`config.mk`:
```
export PLATFORM = sky130hd
export DESIGN_NAME = pw_pattern_generator_flat
export DESIGN_NICKNAME = d
export VERILOG_FILES = /design/src/rtl/pw_pattern_generator_pkg.sv /design/src/rtl/pw_pattern_generator_if.sv /design/src/rtl/pw_pattern_generator_lfsr8.sv /design/src/rtl/pw_pattern_generator.sv /design/src/flat_wrapper.sv
export SDC_FILE = /design/constraint.sdc
export NUM_CORES = 1
export LEC_CHECK = 0
export ABC_CLOCK_PERIOD_IN_PS = 2850
export CAP_MARGIN = 20
export CORE_ASPECT_RATIO = 1.4
export CORE_UTILIZATION = 49
export CTS_CLUSTER_DIAMETER = 60
export DETAILED_ROUTE_END_ITERATION = 10
export GPL_TIMING_DRIVEN = 0
export PLACE_DENSITY = 0.75
export SLEW_MARGIN = 20
export SYNTH_ARGS = -nofsm -noshare
export SYNTH_HDL_FRONTEND = slang
export SYNTH_SLANG_ARGS = --single-unit
```
`constraint.sdc`:
```
create_clock -name fe_clk -period 2.85 [get_ports fe_clk]
set_clock_uncertainty 0.1 [all_clocks]
set_input_delay 0.4275 -clock fe_clk [delete_from_list [all_inputs] [get_ports fe_clk]]
set_output_delay 0.4275 -clock fe_clk [all_outputs]
set_load 0.05 [all_outputs]
```
`src/rtl/pw_pattern_generator_pkg.sv`:
```
// Shared types and constants for the pattern generator: state encoding,
// noise LFSR tap mask / seed, and the pattern-length clamp.
package pw_pattern_generator_pkg;

  typedef enum logic [1:0] {
    ST_IDLE = 2'd0,
    ST_SEND = 2'd1,
    ST_GAP  = 2'd2
  } state_e;

  localparam logic [7:0] LFSR_TAPS = 8'hB8;
  localparam logic [7:0] LFSR_SEED = 8'h01;

  function automatic logic [7:0] clamp_len(input logic [7:0] req_len,
                                           input logic [7:0] max_len);
    clamp_len = (req_len > max_len) ? max_len : req_len;
  endfunction

endpackage

```
`src/rtl/pw_pattern_generator_if.sv`:
```
// Control/stream bundle between a register block (master) and the
// pattern generator (slave).
interface pw_pattern_generator_if #(
  parameter int pPATTERN_BYTES = 8
);
  logic                          I_start;
  logic                          I_stop;
  logic [pPATTERN_BYTES*8-1:0]   I_pattern;
  logic [7:0]                    I_pattern_bytes;
  logic [7:0]                    I_gap;
  logic [7:0]                    I_repeat;
  logic [7:0]                    O_fe_data;
  logic                          O_fe_data_valid;
  logic                          O_busy;
  logic                          O_done;

  modport master (
    output I_start, I_stop, I_pattern, I_pattern_bytes, I_gap, I_repeat,
    input  O_fe_data, O_fe_data_valid, O_busy, O_done
  );

  modport slave (
    input  I_start, I_stop, I_pattern, I_pattern_bytes, I_gap, I_repeat,
    output O_fe_data, O_fe_data_valid, O_busy, O_done
  );
endinterface

```
`src/rtl/pw_pattern_generator_lfsr8.sv`:
```
// 8-bit Fibonacci LFSR (x^8+x^6+x^5+x^4+1) producing distractor bytes;
// load takes priority over stepping.
module pw_lfsr8
  import pw_pattern_generator_pkg::*;
(
  input  logic       clk,
  input  logic       reset_i,
  input  logic       en,
  input  logic       load,
  output logic [7:0] lfsr_out
);

  logic [7:0] lfsr_q, lfsr_d;

  always_comb begin
    lfsr_d = lfsr_q;
    if (load) begin
      lfsr_d = LFSR_SEED;
    end else if (en) begin
      lfsr_d = {lfsr_q[6:0], ^(lfsr_q & LFSR_TAPS)};
    end else begin
      lfsr_d = lfsr_q;
    end
  end

  always_ff @(posedge clk) begin
    if (reset_i) begin
      lfsr_q <= LFSR_SEED;
    end else begin
      lfsr_q <= lfsr_d;
    end
  end

  assign lfsr_out = lfsr_q;

endmodule

```
`src/rtl/pw_pattern_generator.sv`:
```
// Programmable byte-stream source feeding the pattern matcher front end.
// Optional build macro PW_PATGEN_NOISE_EN fills gap cycles with LFSR bytes.
module pw_pattern_generator
  import pw_pattern_generator_pkg::*;
#(
  parameter int pPATTERN_BYTES = 8
)
(
  input  logic                  fe_clk,
  input  logic                  reset_i,
  pw_pattern_generator_if.slave bus
);

  localparam int PW = pPATTERN_BYTES * 8;

  state_e          state_q, state_d;
  logic [PW-1:0]   pat_q, pat_d;
  logic [7:0]      len_q, len_d;
  logic [7:0]      gap_q, gap_d;
  logic [7:0]      rep_lim_q, rep_lim_d;
  logic [7:0]      idx_q, idx_d;
  logic [7:0]      rep_q, rep_d;
  logic [7:0]      gcnt_q, gcnt_d;
  logic [7:0]      data_q, data_d;
  logic            valid_q, valid_d;
  logic            busy_q, busy_d;
  logic            done_q, done_d;

  logic [7:0]      start_len_s;
  logic [7:0]      idx_nxt_s;
  logic            wrap_s;
  logic [7:0]      rep_nxt_s;
  logic            last_s;
  logic            finish_s;

  function automatic logic [7:0] pick_byte(input logic [PW-1:0] pat,
                                           input logic [7:0]    idx);
    pick_byte = 8'h00;
    for (int i = 0; i < pPATTERN_BYTES; i++) begin
      if (idx == 8'(i)) pick_byte = pat[8*i +: 8];
    end
  endfunction

  assign start_len_s = clamp_len(bus.I_pattern_bytes, 8'(pPATTERN_BYTES));
  assign idx_nxt_s   = ((idx_q + 8'd1) == len_q) ? 8'd0 : (idx_q + 8'd1);
  assign wrap_s      = (idx_nxt_s == 8'd0);
  assign rep_nxt_s   = wrap_s ? (rep_q + 8'd1) : rep_q;
  // R=0 means run forever: the repetition counter wraps but never terminates
  assign last_s      = wrap_s && (rep_lim_q != 8'd0) && (rep_nxt_s == rep_lim_q);

`ifdef PW_PATGEN_NOISE_EN
  logic [7:0] noise_byte_s;
  logic       noise_step_s;

  pw_lfsr8 u_lfsr (
    .clk      (fe_clk),
    .reset_i  (reset_i),
    .en       (noise_step_s),
    .load     (state_q == ST_IDLE),
    .lfsr_out (noise_byte_s)
  );
`endif

  always_ff @(posedge fe_clk) begin
    if (reset_i) begin
      state_q   <= ST_IDLE;
      pat_q     <= '0;
      len_q     <= 8'd0;
      gap_q     <= 8'd0;
      rep_lim_q <= 8'd0;
      idx_q     <= 8'd0;
      rep_q     <= 8'd0;
      gcnt_q    <= 8'd0;
      data_q    <= 8'h00;
      valid_q   <= 1'b0;
      busy_q    <= 1'b0;
      done_q    <= 1'b0;
    end else begin
      state_q   <= state_d;
      pat_q     <= pat_d;
      len_q     <= len_d;
      gap_q     <= gap_d;
      rep_lim_q <= rep_lim_d;
      idx_q     <= idx_d;
      rep_q     <= rep_d;
      gcnt_q    <= gcnt_d;
      data_q    <= data_d;
      valid_q   <= valid_d;
      busy_q    <= busy_d;
      done_q    <= done_d;
    end
  end

  always_comb begin
    state_d   = state_q;
    pat_d     = pat_q;
    len_d     = len_q;
    gap_d     = gap_q;
    rep_lim_d = rep_lim_q;
    idx_d     = idx_q;
    rep_d     = rep_q;
    gcnt_d    = gcnt_q;
    finish_s  = 1'b0;
    case (state_q)
      ST_IDLE: begin
        if (bus.I_start && !bus.I_stop) begin
          pat_d     = bus.I_pattern;
          len_d     = start_len_s;
          gap_d     = bus.I_gap;
          rep_lim_d = bus.I_repeat;
          idx_d     = 8'd0;
          rep_d     = 8'd0;
          gcnt_d    = 8'd0;
          if (start_len_s == 8'd0) begin
            finish_s = 1'b1;
          end else begin
            state_d = ST_SEND;
          end
        end else begin
          state_d = ST_IDLE;
        end
      end
      ST_SEND: begin
        idx_d = idx_nxt_s;
        rep_d = rep_nxt_s;
        if (bus.I_stop || last_s) begin
          state_d  = ST_IDLE;
          finish_s = 1'b1;
        end else if (gap_q == 8'd0) begin
          state_d = ST_SEND;
        end else begin
          state_d = ST_GAP;
          gcnt_d  = gap_q;
        end
      end
      ST_GAP: begin
        gcnt_d = gcnt_q - 8'd1;
        if (bus.I_stop) begin
          state_d  = ST_IDLE;
          finish_s = 1'b1;
        end else if (gcnt_q == 8'd1) begin
          state_d = ST_SEND;
        end else begin
          state_d = ST_GAP;
        end
      end
      default: begin
        state_d = ST_IDLE;
      end
    endcase
  end

  // Outputs are computed from the upcoming state so they appear registered
  always_comb begin
    data_d  = data_q;
    valid_d = 1'b0;
    busy_d  = (state_d != ST_IDLE);
    done_d  = finish_s;
`ifdef PW_PATGEN_NOISE_EN
    noise_step_s = 1'b0;
`endif
    case (state_d)
      ST_SEND: begin
        data_d  = pick_byte(pat_d, idx_d);
        valid_d = 1'b1;
      end
      ST_GAP: begin
`ifdef PW_PATGEN_NOISE_EN
        data_d       = noise_byte_s;
        valid_d      = 1'b1;
        noise_step_s = 1'b1;
`else
        data_d  = data_q;
        valid_d = 1'b0;
`endif
      end
      ST_IDLE: begin
        data_d  = data_q;
        valid_d = 1'b0;
      end
      default: begin
        data_d  = data_q;
        valid_d = 1'b0;
      end
    endcase
  end

  assign bus.O_fe_data       = data_q;
  assign bus.O_fe_data_valid = valid_q;
  assign bus.O_busy          = busy_q;
  assign bus.O_done          = done_q;

endmodule

```
`src/flat_wrapper.sv`:
```
// flat-port wrapper written by rule: the top's interface ports become plain ports
module pw_pattern_generator_flat import pw_pattern_generator_pkg::*;
#(
  parameter int pPATTERN_BYTES = 8
)
  (fe_clk, reset_i, bus_I_start, bus_I_stop, bus_I_pattern, bus_I_pattern_bytes, bus_I_gap, bus_I_repeat, bus_O_fe_data, bus_O_fe_data_valid, bus_O_busy, bus_O_done);
  pw_pattern_generator_if #(.pPATTERN_BYTES(pPATTERN_BYTES)) bus_i ();
  input  logic fe_clk;
  input  logic reset_i;
  input wire logic [$bits(bus_i.I_start)-1:0] bus_I_start;
  input wire logic [$bits(bus_i.I_stop)-1:0] bus_I_stop;
  input wire logic [$bits(bus_i.I_pattern)-1:0] bus_I_pattern;
  input wire logic [$bits(bus_i.I_pattern_bytes)-1:0] bus_I_pattern_bytes;
  input wire logic [$bits(bus_i.I_gap)-1:0] bus_I_gap;
  input wire logic [$bits(bus_i.I_repeat)-1:0] bus_I_repeat;
  output wire logic [$bits(bus_i.O_fe_data)-1:0] bus_O_fe_data;
  output wire logic [$bits(bus_i.O_fe_data_valid)-1:0] bus_O_fe_data_valid;
  output wire logic [$bits(bus_i.O_busy)-1:0] bus_O_busy;
  output wire logic [$bits(bus_i.O_done)-1:0] bus_O_done;
  assign bus_i.I_start = bus_I_start;
  assign bus_i.I_stop = bus_I_stop;
  assign bus_i.I_pattern = bus_I_pattern;
  assign bus_i.I_pattern_bytes = bus_I_pattern_bytes;
  assign bus_i.I_gap = bus_I_gap;
  assign bus_i.I_repeat = bus_I_repeat;
  assign bus_O_fe_data = bus_i.O_fe_data;
  assign bus_O_fe_data_valid = bus_i.O_fe_data_valid;
  assign bus_O_busy = bus_i.O_busy;
  assign bus_O_done = bus_i.O_done;
  pw_pattern_generator #(.pPATTERN_BYTES(pPATTERN_BYTES)) u_core (.fe_clk(fe_clk), .reset_i(reset_i), .bus(bus_i));
endmodule
```
Word-level counts from Yosys, hierarchy flattened
Index checks and enable logic that the tools add are counted.
Widths: inputs -> output; s select.
- word-level logic and storage cells: 82
- register bits after elaboration: 125
- reductions and logical operators: 17
- eq/ne operators: 16
- multiplexer cells: 33
- $lt $le $gt $ge: 1
- add/sub/neg operators: 3
- operator list (kind ; count):
    $mux 64 ; 2
    $mux 8 ; 15
    $eq 8x3->1 const B ; 4
    $logic_not 8->1 ; 4
    $pmux 8 s2 ; 2
    $pmux 8 s3 ; 1
    $add 8x1->8 const B ; 2
    $eq 8x1->1 const B ; 2
    $eq 8x2->1 const B ; 2
    $eq 8x8->1 ; 2
    $mux 2 ; 6
    $gt 8x4->1 const B ; 1
    $reduce_bool 8->1 ; 1
    $sub 8x1->8 const B ; 1
    $pmux 2 s3 ; 1
    $mux 1 ; 5
    $eq 2x1->1 const B ; 2
    $ne 2x2->1 const B ; 2
    $reduce_and 2->1 ; 2
    $reduce_and 4->1 ; 1
    $reduce_bool 2->1 ; 2
    $logic_and 1x1->1 ; 3
    $pmux 1 s3 ; 1
    $reduce_bool 3->1 ; 1
    5 further kinds ; 5

Logic depth before layout (Yosys ltp)
- word-level depth: 13
- gate-level depth with buffers: 12
- gate-level depth less buffers: 11

Worst setup path after synthesis
OpenSTA, ideal clock, no wires.
- kind: reg-to-reg
- start point: register u_core.idx_q[1]
- end point: register u_core.data_q[7], in the netlist u_core.bus.O_fe_data[7]
- arrival time: 2.990 ns
- stages on the path, launching flop included: 11
- path buffers: 0
- slack: -0.299 ns
- cell sequence: dfxtp_1 -> ha_1 -> nand2_1 -> or3_4 -> xnor2_1 -> or4_1 -> o21ai_2 -> a2bb2oi_2 -> nor3b_2 -> a32o_1 -> a41o_1
- cells in the longest elaborated chain, start to end: 13
- elaborated cells on any way between the ends: 30
- classes of those cells: 1 x add/sub; 10 x eq/ne; 14 x mux; 5 x reduce/logical
- RTL lines (what ; RTL line ; RTL):
    start, declared ; pw_pattern_generator.sv:21 ; logic [7:0] idx_q, idx_d;
    start signal, assigned ; pw_pattern_generator.sv:84 ; idx_q <= idx_d;
    $add 8x1->8 ; pw_pattern_generator.sv:45 ; assign idx_nxt_s = ((idx_q + 8'd1) == len_q) ? 8'd0 : (idx_q + 8'd1);
    $eq 8x8->1 ; pw_pattern_generator.sv:45 ;
    $mux 8 ; pw_pattern_generator.sv:45 ;
    $pmux 8 s2 ; pw_pattern_generator.sv:104 ; case (state_q)
    $logic_not 8->1 ; pw_pattern_generator.sv:40 ; if (idx == 8'(i)) pick_byte = pat[8*i +: 8];
    $mux 8 (8 in a row) ; pw_pattern_generator.sv:40 ;
    end signal, assigned ; pw_pattern_generator.sv:87 ; data_q <= data_d;
    end, declared ; pw_pattern_generator.sv:24 ; logic [7:0] data_q, data_d;
Several ways; a longest one is shown, not always the timed one.
A chain may end at the register's enable or synchronous reset.

Final worst setup path
- start point: register u_core.len_q[4]
- end point: register u_core.data_q[1], in the netlist u_core.bus.O_fe_data[1]
- cells in the longest elaborated chain, start to end: 12
- elaborated cells on any way between the ends: 28
- classes of those cells: 10 x eq/ne; 13 x mux; 5 x reduce/logical
- RTL lines (what ; RTL line ; RTL):
    start, declared ; pw_pattern_generator.sv:18 ; logic [7:0] len_q, len_d;
    start signal, assigned ; pw_pattern_generator.sv:81 ; len_q <= len_d;
    $eq 8x8->1 (*) ; pw_pattern_generator.sv:45 ;
    $mux 8 (*) ; pw_pattern_generator.sv:45 ;
    $pmux 8 s2 ; pw_pattern_generator.sv:104 ;
    $logic_not 8->1 ; pw_pattern_generator.sv:40 ;
    $mux 8 (8 in a row) ; pw_pattern_generator.sv:40 ;
Every way passes the cells marked *; elsewhere a longest branch is shown, timed or not.

==> metrics.yaml <==
status: "finished with violations"
violations: "design-rule violations, negative setup slack"
path_common_cell: "buf_6"
crit_arrival_ns: 3.38
ys.flop_type: "dfxtp_1"
cts_tree: "built"
start_util: 0.508
ant_nets: 0
cts_hold_buf: 0
num_rows: 48
nets: 1018
r2r-start: "u_core.len_q[4]$_SDFFE_PP0P_"
r2r_slack_ns: -0.30
critical_path_peak_fanout: 5
critPathKind: "register to register"
port_buffers: 102
area_delta_synth_final_pct: 43.8
antenna_cells: 0
finalSetupTns_ns: -4.60
fmax_mhz: 318
worstSetupStartpointType: "register"
ir_drop_uv: 336
dp_hpwl_um: 14600
grt_max_degree: 17
grt.overflow.total: 0
htreeDepth: 4
die_area_mm2: 0.0134
seq_area_frac_synth: 0.394
async_flop_share: 0
holdCritPathClass: "register to register"
ios: 103
hold_viol: 0
slew_headroom: 0.528
syn_area_mm2: 0.00634
post-route-worst-setup-slack_ns: -0.297
grt.total_usage: 0.326
grt_pass1_vias: 6630
setup_viol: 25
syn-num-nets: 857
cp_data_required_time_ns: 3.09
insertion_delay_ns: 0.42
fp.dieH_um: 137
vias_per_cell: 6.05
drcViolationCount: 5
yosysUniqueCellTypes: 68
place_congestion: 0.892
synth_edf_count: 0
whs_ns: 0.377
cts-root-buf: "clkbuf_16"
final-max-slew-violation-count: 0
fp.dieW_um: 98.2
rr_endpoint: "u_core.bus.O_fe_data[1]$_SDFFE_PP0N_"
yosys_register_bits: 125
coreArea_mm2: 0.0125
end_kind: "register"
dr.pass1.iters: 11
min_period_ns: 3.15
path_cells: "nor2b_2 -> o21ai_0 -> and3_4 -> o221a_4 -> a311o_1 -> buf_6 -> a221o_1 -> buf_6 -> o22ai_2 -> o211ai_1 -> a31oi_1"
vias: 6545
tightest_slew_ns: 0.708
syn_inst: 757
grt_pass1_wl_um: 33300
antenna_found_initial: 0
yosys_warnings: 0
cts_buffers: 17
grt_setup_unrepaired: "true"
max_stage_delay_ns: 0.51
p_leak_nw: 3.70
drv_cap: 0
routedWlPerCell_um: 20.1
syn-mean-instance-area_um2: 8.38
hold_start: "u_core.gap_q[6]$_SDFFE_PP0P_"
wirelength_um: 21800
clock_sinks: 125
fillers: 941
cts.path.max_buffers: 2
drtIter0Drc: 492
min_path_cells: 2
cp_slowest_cell: "dfxtp_1"
worstRegToRegCells: 11
clk_pin_slew_ns: 0.06
hold-path-endpoint: "u_core.gap_q[6]$_SDFFE_PP0P_"
drive_above_1_share: 0.191
powerDensity_mw_per_mm2: 539
min_period_over_period: 1.10
## per-layer routing
metal,GRT usage,vias up,share of wire
met4,0.231,0,0.065
met3,0.0654,102,0.060
met5,0.00385,-,0
li1,-,3023,-
met1,0.332,3091,0.36
met2,0.595,329,0.52
## worst max-delay path, delay by kind of cell, from the launching register on
| family | cells | cell delay (ns) |
|---|---|---|
| AO/OA/AOI/OAI | 7 | 1.62 |
| flip-flops | 1 | 0.51 |
| buffers and inverters | 2 | 0.31 |
| AND/OR/NAND/NOR | 2 | 0.51 |
## through the flow
stage / cell area (um^2) / utilization / total power, mW / setup slack [ns] / instances
floorplan: 6460 / - / 2.29 / -0.0298 / 757
global placement: 7670 / 0.614 / 2.55 / -1.26 / 1009
detailed placement: 7670 / 0.614 / 2.57 / -1.18 / 1009
CTS: 8790 / 0.704 / 4.87 / -0.219 / 1067
global route: 9130 / 0.731 / 5.08 / -0.341 / 1081
finish: 9130 / 0.731 / 4.92 / -0.297 / 1081
## report_power, final
group	internal [mW]	switching, mW	total, mW
Clock	1.39	0.869	2.26
Combinational	0.364	0.438	0.802
Sequential	1.82	0.0359	1.86
## flip-flops by register name, summed over array words and instances (netlist names)
register and flops:
u_core.bus.O_fe_data_valid 1, u_core.bus.O_busy 1, u_core.rep_lim_q 8, u_core.len_q 8
u_core.pat_q 64, u_core.gcnt_q 8, u_core.state_q 2, u_core.idx_q 8
u_core.gap_q 8, u_core.rep_q 8, u_core.bus.O_done 1, u_core.bus.O_fe_data 8
## cells in the mapped netlist, types with 9 or more instances
master	count	area, um^2
nor2_1	100	375
xnor2_1	18	158
nor3_1	18	90.1
o31ai_1	9	67.6
o21ai_0	27	135
nand2_1	96	360
nand3_1	10	50.1
or3_1	10	62.6
o22ai_1	17	106
xor2_1	14	123
mux2i_1	70	701
dfxtp_1	125	2500
a21oi_1	43	215
clkbuf_1	33	124
o211ai_1	12	90.1
a31oi_1	20	125
inv_1	17	63.8
## area by class of cell
cell class,count,area (um^2),area share
multi-input cells,567,4080,0.447
flip-flops and latches,125,2510,0.275
repair buffers,148,1450,0.159
clock buffers,18,429,0.0470
plain buffers,42,228,0.0250
well taps,150,188,0.0206
clock inverters,14,181,0.0199
inverters,17,63.8,0.00699
## cells by family after synthesis
kind of cell / Yosys count / share of synthesized area
DFF: 125 / 0.394
and+or+nand+nor: 279 / 0.199
AOI/OAI and AO/OA: 177 / 0.189
muxes: 71 / 0.114
adders and majority gates: 8 / 0.0158
xor gates and xnor gates: 32 / 0.0442
buffers and inverters: 65 / 0.0432
## worst max path at each step
stage                                       startpoint                              endpoint  slack [ns]  cells past startpoint
after CTS                   u_core.idx_q[1]$_SDFF_PP0_  u_core.bus.O_fe_data[2]$_SDFFE_PP0N_       -0.22                     11
after detailed placement                    bus_I_stop  u_core.bus.O_fe_data[5]$_SDFFE_PP0N_       -1.18                      9
final                     u_core.len_q[4]$_SDFFE_PP0P_  u_core.bus.O_fe_data[1]$_SDFFE_PP0N_       -0.30                     11
after global routing      u_core.len_q[4]$_SDFFE_PP0P_  u_core.bus.O_fe_data[6]$_SDFFE_PP0N_       -0.34                     11
after floorplan             u_core.idx_q[1]$_SDFF_PP0_  u_core.bus.O_fe_data[7]$_SDFFE_PP0N_       -0.03                     10
after global placement                      bus_I_stop  u_core.bus.O_fe_data[5]$_SDFFE_PP0N_       -1.26                      9
## what timing repair did
item	in CTS	in global routing
gates resized for setup	59	53
pin swaps	35	22
setup endpoints to repair	88	48
setup buffers	29	14
cloned	2	1
## layout by cell type, fill, tap and decap left out, drive strengths merged, types with 3 or more instances in the layout
master / n
dfxtp: 125
clkdlybuf4s50: 102
nor2: 100
nand2: 96
mux2i: 71
buf: 59
clkbuf: 47
a21oi: 44
o21ai: 31
a31oi: 21
inv: 21
o22ai: 21
nor3: 19
xnor2: 18
xor2: 14
o211ai: 12
nand3: 11
or3: 11
o31ai: 9
ha: 8
and2: 7
and3: 6
clkinv: 6
or4: 5
nor2b: 5
a211oi: 5
nand2b: 4
nand3b: 3
nand4: 3
a311oi: 3
bufinv: 3
nor3b: 3
a22oi: 3
o311ai: 3
No activity file was read; power rests on OpenSTA's default activity.
